==> config.mk <==
export PLATFORM = sky130hd
export DESIGN_NAME = axi4s_s2m_nm_router
export DESIGN_NICKNAME = d
export VERILOG_FILES = /design/src/rtl/axi4s_s2m_nm_router.sv
export SDC_FILE = /design/constraint.sdc
export NUM_CORES = 1
export LEC_CHECK = 0
export ABC_AREA = 1
export BUFFER_PORTS_ARGS = -buffer_cell sky130_fd_sc_hd__buf_2
export CORE_AREA = 5 5 106 108
export CTS_CLUSTER_SIZE = 24
export DETAILED_ROUTE_END_ITERATION = 6
export DIE_AREA = 0 0 111 113
export PLACE_DENSITY_LB_ADDON = 0.12
export SETUP_SLACK_MARGIN = 0.05
export SYNTH_ARGS = -nofsm -noshare
export SYNTH_HDL_FRONTEND = slang
export SYNTH_SLANG_ARGS = --single-unit
==> constraint.sdc <==
create_clock -name clk -period 1.9 [get_ports clk]
set_input_delay 0.19 -clock clk [delete_from_list [all_inputs] [get_ports clk]]
set_output_delay 0.19 -clock clk [all_outputs]
set_load 0.1 [all_outputs]
==> src/rtl/axi4s_s2m_nm_router.sv <==
// axi4s_s2m_nm_router: TID-decoded AXI4-Stream 1-to-N packet router with drop/default handling
module axi4s_s2m_nm_router #(
  parameter int AXI_DATA_WIDTH_P = 32,
  parameter int AXI_STRB_WIDTH_P = 4,
  parameter int AXI_KEEP_WIDTH_P = 4,
  parameter int AXI_ID_WIDTH_P = 4,
  parameter int AXI_DEST_WIDTH_P = 4,
  parameter int AXI_USER_WIDTH_P = 1,
  parameter int NR_OF_MASTERS_P = 4,
  parameter logic [NR_OF_MASTERS_P*AXI_ID_WIDTH_P-1:0] MASTER_TIDS_P = '0,
  parameter bit DROP_UNMATCHED_P = 1'b1,
  parameter int DROP_CNT_WIDTH_P = 16
) (
  input  logic clk,
  input  logic rst,
  input  logic slv_tvalid,
  output logic slv_tready,
  input  logic [AXI_DATA_WIDTH_P-1:0] slv_tdata,
  input  logic [AXI_STRB_WIDTH_P-1:0] slv_tstrb,
  input  logic [AXI_KEEP_WIDTH_P-1:0] slv_tkeep,
  input  logic slv_tlast,
  input  logic [AXI_ID_WIDTH_P-1:0] slv_tid,
  input  logic [AXI_DEST_WIDTH_P-1:0] slv_tdest,
  input  logic [AXI_USER_WIDTH_P-1:0] slv_tuser,
  output logic [NR_OF_MASTERS_P-1:0] mst_tvalid,
  input  logic [NR_OF_MASTERS_P-1:0] mst_tready,
  output logic [NR_OF_MASTERS_P*AXI_DATA_WIDTH_P-1:0] mst_tdata,
  output logic [NR_OF_MASTERS_P*AXI_STRB_WIDTH_P-1:0] mst_tstrb,
  output logic [NR_OF_MASTERS_P*AXI_KEEP_WIDTH_P-1:0] mst_tkeep,
  output logic [NR_OF_MASTERS_P-1:0] mst_tlast,
  output logic [NR_OF_MASTERS_P*AXI_ID_WIDTH_P-1:0] mst_tid,
  output logic [NR_OF_MASTERS_P*AXI_DEST_WIDTH_P-1:0] mst_tdest,
  output logic [NR_OF_MASTERS_P*AXI_USER_WIDTH_P-1:0] mst_tuser,
  output logic sts_busy,
  output logic [3:0] sts_selected,
  output logic [DROP_CNT_WIDTH_P-1:0] sts_drop_count
);
  typedef enum logic [1:0] {IDLE, ROUTE, DROP} state_t;
  state_t state;
  logic [3:0] sel;
  logic [3:0] hit_idx;
  logic hit;
  logic route;
  logic done;
  logic [NR_OF_MASTERS_P-1:0] sel_oh;
  always_comb begin
    hit = 1'b0;
    hit_idx = '0;
    for (int i = NR_OF_MASTERS_P - 1; i >= 0; i--)
      if (slv_tid == MASTER_TIDS_P[i*AXI_ID_WIDTH_P +: AXI_ID_WIDTH_P]) begin
        hit = 1'b1;
        hit_idx = 4'(i);
      end
  end
  assign route = state == ROUTE;
  assign done = slv_tvalid && slv_tready && slv_tlast;
  assign slv_tready = route ? |(mst_tready & sel_oh) : state == DROP;
  assign sts_busy = state != IDLE;
  assign sts_selected = route ? sel : '0;
  always_ff @(posedge clk)
    if (rst) begin
      state <= IDLE;
      sel <= '0;
      sts_drop_count <= '0;
    end else
      case (state)
        IDLE: if (slv_tvalid) begin
          state <= (hit || !DROP_UNMATCHED_P) ? ROUTE : DROP;
          sel <= hit ? hit_idx : '0;
        end
        ROUTE: if (done) state <= IDLE;
        default: if (done) begin
          state <= IDLE;
          if (sts_drop_count != '1) sts_drop_count <= sts_drop_count + DROP_CNT_WIDTH_P'(1);
        end
      endcase
  genvar g;
  for (g = 0; g < NR_OF_MASTERS_P; g++) begin : g_mst
    assign sel_oh[g] = route && sel == 4'(g);
    assign mst_tvalid[g] = sel_oh[g] && slv_tvalid;
    assign mst_tlast[g] = sel_oh[g] && slv_tlast;
    assign mst_tdata[g*AXI_DATA_WIDTH_P +: AXI_DATA_WIDTH_P] = sel_oh[g] ? slv_tdata : '0;
    assign mst_tstrb[g*AXI_STRB_WIDTH_P +: AXI_STRB_WIDTH_P] = sel_oh[g] ? slv_tstrb : '0;
    assign mst_tkeep[g*AXI_KEEP_WIDTH_P +: AXI_KEEP_WIDTH_P] = sel_oh[g] ? slv_tkeep : '0;
    assign mst_tid[g*AXI_ID_WIDTH_P +: AXI_ID_WIDTH_P] = sel_oh[g] ? slv_tid : '0;
    assign mst_tdest[g*AXI_DEST_WIDTH_P +: AXI_DEST_WIDTH_P] = sel_oh[g] ? slv_tdest : '0;
    assign mst_tuser[g*AXI_USER_WIDTH_P +: AXI_USER_WIDTH_P] = sel_oh[g] ? slv_tuser : '0;
  end
endmodule

# After elaboration in Yosys (flattened, before gate mapping)
# Index checks and enable logic that the tools add are counted.
[classes]
add_sub_neg = 1
n_eq_ne = 4
n_mux = 12
n_bitwise = 2
reduce_logical = 12
[ops]
columns = ["operator", "count"]
rows = [
  ["$mux W32", 1],
  ["$add A16 B1 Y16 const B", 1],
  ["$mux W4", 4],
  ["$ne A16 B16 Y1 const B", 1],
  ["$mux W2", 4],
  ["$and A4 B1 Y4", 1],
  ["$logic_and A1 B1 Y1", 4],
  ["$logic_not A4 Y1", 1],
  ["$reduce_bool A2 Y1", 2],
  ["$reduce_or A4 Y1", 1],
  ["$mux W1", 3],
  ["$reduce_and A3 Y1", 1],
  ["$eq A2 B1 Y1 const B", 1],
  ["$eq A2 B2 Y1 const B", 1],
  ["$logic_not A2 Y1", 1],
  ["$ne A2 B2 Y1 const B", 1],
  ["$reduce_and A2 Y1", 1],
  ["$reduce_or A2 Y1", 1],
  ["$not A1 Y1", 1],
]
[totals]
ff_bits = 18
in_bits = 57
out_inout_bits = 226
wordCells = 33

# Depth between registers and ports, before layout
[logic_depth]
word_depth = 8
ltp_mapped = 9
depth_no_buf = 9

# Least setup slack after synthesis
# OpenSTA, ideal clock, no wires.
[synth_timing]
path_type = "register -> register"
start = "reg sts_drop_count[0]"
end = "reg sts_drop_count[11]"
setup_ns = 0.119
t_arrival_ns = 2.101
required_time_ns = 1.781
setup_slack_ns = -0.321
stages_incl_launch_ff = 8
n_path_buf = 1
period_less_slack_ns = 2.221
cell_sequence = "dfxtp_1 -> ha_1 -> nand3_2 -> nor2_4 -> nand4_4 -> buf_6 -> a21oi_1 -> nor2_1"
[synth_via]
elab_chain_cells = 2
word_cells_on_any_way = 3
cone_classes = "1 x add/sub; 1 x eq/ne; 1 x reduce/logical"
[synth_rtl]
columns = ["item", "line", "source"]
rows = [
  ["start: declaration", "36", "output logic [DROP_CNT_WIDTH_P-1:0] sts_drop_count"],
  ["start signal: assignment", "74", "if (sts_drop_count != '1) sts_drop_count <= sts_drop_count + DROP_CNT_WIDTH_P'(1);"],
  ["branches (longest 2 deep; another with $add A16 B1 Y16)", "n/a", ""],
]
# Several ways; the timed one is not identified.
# A chain may end at the register's enable or synchronous reset.

# Worst setup path after layout
[layout_timing]
start = "reg state[1]"
end = "out mst_tdata[11]"
[layout_via]
elab_chain_cells = 2
[layout_rtl]
columns = ["item", "line", "source"]
rows = [
  ["start: declaration", "39", "state_t state;"],
  ["start signal: assignment", "68", "state <= (hit || !DROP_UNMATCHED_P) ? ROUTE : DROP;"],
  ["$eq A2 B1 Y1", "55", "assign route = state == ROUTE;"],
  ["$mux W32", "82", "assign mst_tdata[g*AXI_DATA_WIDTH_P +: AXI_DATA_WIDTH_P] = sel_oh[g] ? slv_tdata : '0;"],
  ["end: declaration", "27", "output logic [NR_OF_MASTERS_P*AXI_DATA_WIDTH_P-1:0] mst_tdata,"],
]
# Every way passes these cells.

==> results.yml <==
setup_path:
  ff2ff_setup_slack_ns: 0.31
  startpoint: "state[1]$_SDFFE_PP0P_"
  timing.rr.start: "sts_drop_count[0]$_SDFFE_PP0P_"
  r2r_cells: 7
  cp.arrival_ns: 1.48
  cp-end-kind: "primary output"
  path_class: "reg2out"
  cp-endpoint: "mst_tdata[11]"
  startpoint_type: "flip-flop"
  required_ns: 1.71
  worstPathMaxFanout: 51
  reg2reg_to: "sts_drop_count[3]$_SDFFE_PP0P_"
synthesis:
  ys_ff_latch: 18
  yosysSeqAreaShare_pct: 13.5
  ys_warn_count: 0
  synthCells: 429
  synth_top_area_share_pct: 44.2
  syn_area_um2: 2670
  syn-mean-instance-area_um2: 6.22
  synth_cell_types: 23
  synth_area_leader_cell: "buf_4"
  synth_area_leaders: "buf_4 44%, dfxtp_1 14%, nor2_1 12%"
global_routing:
  antenna_found_initial: 0
  grt_overflow: 0
  grt_max_degree: 52
  grt.total_usage_pct: 11.3
  grt_pass1_wl_um: 11500
  grt_pass1_vias: 2064
sta:
  drv_slew: 0
  fin_skew_ns: 0.00548
  fin_crit_ns: 1.67
  hold_violations: 0
  finalSetupViolCount: 0
  setup_ws_ns: 0.232
  fmax_mhz: 600
  rsz0062_at_grt: "false"
  finalCritPeriodShare_pct: 87.8
  fin_hold_ws_ns: 0.184
floorplanning:
  start_util_pct: 26.3
  row_count: 37
  core_um2: 10100
  ioPinCount: 283
  dieArea_um2: 12500
  fp.dieW_um: 111
  die_h_um: 113
routing:
  ant_nets: 0
  dr.first_iter.drc_count: 51
  wl_per_cell_um: 11.7
  drt-total-wl_um: 7980
  drcViolationCount: 0
  viasPerCell: 3.39
  first_pass_iters: 4
  vias: 2317
clocking:
  cts_root_buf: "clkbuf_8"
  insertion_delay_ns: 0.26
  postCtsHoldBufs: 0
  clk_pin_slew_worst_paths_ns: 0.07
  cts_buffers: 3
  clockBufferDepth: 2
  cts_tree: "done"
  htree_levels: 1
  cts.sinks: 18
power_and_ir_drop:
  p_leak_nw: 2.08
  power_mw: 2.34
  p_per_area_nw_per_um2: 638
  peakVddDrop_v: 0.000408
cells_and_area:
  design_area_um2: 3660
  drive_gt1_share_pct: 29.2
  area_growth_pct: 37.3
  nets: 607
  diodes: 0
place:
  pre_cts_slack_ns: 0.300
  placed_cell_area_um2: 3610
  place_hpwl_um: 7200
  gp_congestion: 0.832
  io_buffers: 122
min_path:
  hp-class: "in2reg"
run:
  cap_viol_max_count: 0
run_status:
  status: "finished, final reports clean"
[state kept, by name, indices dropped and copies added, names as in the netlist]
| signal | count |
|---|---|
| sts_drop_count | 16 |
| state | 2 |
[placed cells by master, fill, tap and decap left out]
cell type / n
a21oi_1: 14
a21oi_2: 1
buf_12: 51
buf_2: 71
buf_6: 1
clkbuf_8: 4
conb_1: 157
dfxtp_1: 2
dfxtp_2: 16
ha_1: 1
inv_1: 62
inv_2: 1
nand2_1: 47
nand2_2: 3
nand3_1: 12
nand3_2: 5
nand4_1: 1
nand4_4: 1
nor2_1: 85
nor2_2: 2
nor2_4: 3
o21ai_0: 3
or2_2: 1
xor2_1: 4
[final cells by class]
| type | instances | area (um^2) |
|---|---|---|
| multi-input cells | 340 | 1440 |
| inverters | 63 | 236 |
| fillers | 1131 | 6470 |
| flip-flops and latches | 18 | 380 |
| clock buffers | 4 | 55.1 |
| well taps | 136 | 170 |
| repair buffers | 123 | 1390 |
[power breakdown]
part / switching [mW] / total, mW / internal (mW)
Sequential: 0.00389 / 0.384 / 0.381
Clock: 0.138 / 0.322 / 0.184
Combinational: 1.53 / 1.63 / 0.0957
[per-stage QoR]
stage | utilization, % | instances | TNS (ns)
floorplan | - | 585 | -13.48
global placement | 35.6 | 680 | 0
global route | 36.1 | 684 | 0
finish | 36.1 | 684 | 0
detailed placement | 35.6 | 680 | 0
CTS | 36.1 | 684 | 0
[worst min-delay path by stage]
stage               slack [ns]  depth (start not counted)  start                        endpoint
detailed placement        0.45                          2    rst  sts_drop_count[4]$_SDFFE_PP0P_
finish                    0.18                          2    rst  sts_drop_count[5]$_SDFFE_PP0P_
CTS                       0.18                          2    rst  sts_drop_count[4]$_SDFFE_PP0P_
global route              0.20                          2    rst  sts_drop_count[6]$_SDFFE_PP0P_
floorplan                 0.25                          1    rst  sts_drop_count[3]$_SDFFE_PP0P_
global placement          0.44                          2    rst  sts_drop_count[6]$_SDFFE_PP0P_
[cells in the mapped netlist]
master    number
nand2_1       47
clkbuf_8       1
nor2_1        85
nand4_4        1
nor2_4         3
a21oi_1       14
dfxtp_1       18
clkbuf_1       5
conb_1         1
or2_2          1
nand4_1        1
buf_4        157
a21oi_2        1
inv_2          1
ha_1           1
nand3_1       12
nor2_2         2
xor2_1         4
nand3_2        5
nand2_2        3
buf_6          1
inv_1         62
o21ai_0        3
[cells by family (layout without fill, tap and decap cells)]
logic type	Yosys count	count (layout)	synth area share, %
buffers and inverters	227	190	54.7
and+or+nand+nor	160	160	26.4
AOI/OAI and AO/OA	18	18	3.52
DFF	18	18	13.5
xor gates and xnor gates	4	4	1.31
adders and majority gates	1	1	0.469
other	1	157	0.141
[layer usage]
| metal | vias up | global-route usage (%) | part of all wire [%] | wire length (um) |
|---|---|---|---|---|
| li1 | 1185 | - | - | - |
| met1 | 1004 | 12.4 | 36 | 2860 |
| met2 | 123 | 23.0 | 55 | 4420 |
| met3 | 5 | 1.87 | 8.0 | 640 |
| met4 | 0 | 1.48 | 0.59 | 47 |
| met5 | - | 0 | 0 | 0 |
[worst max-delay path, cell delays in order (launching register included)]
cell     delay [ns]
dfxtp_1        0.38
inv_1          0.09
nand2_1        0.07
buf_6          0.33
nor2_1         0.14
buf_12         0.19
[repair_timing]
action                                  CTS  global route
resized for setup                         0             1
endpoints found under the setup margin    0            51
buffers inserted                          0             0
No activity file was read; power rests on OpenSTA's default activity.
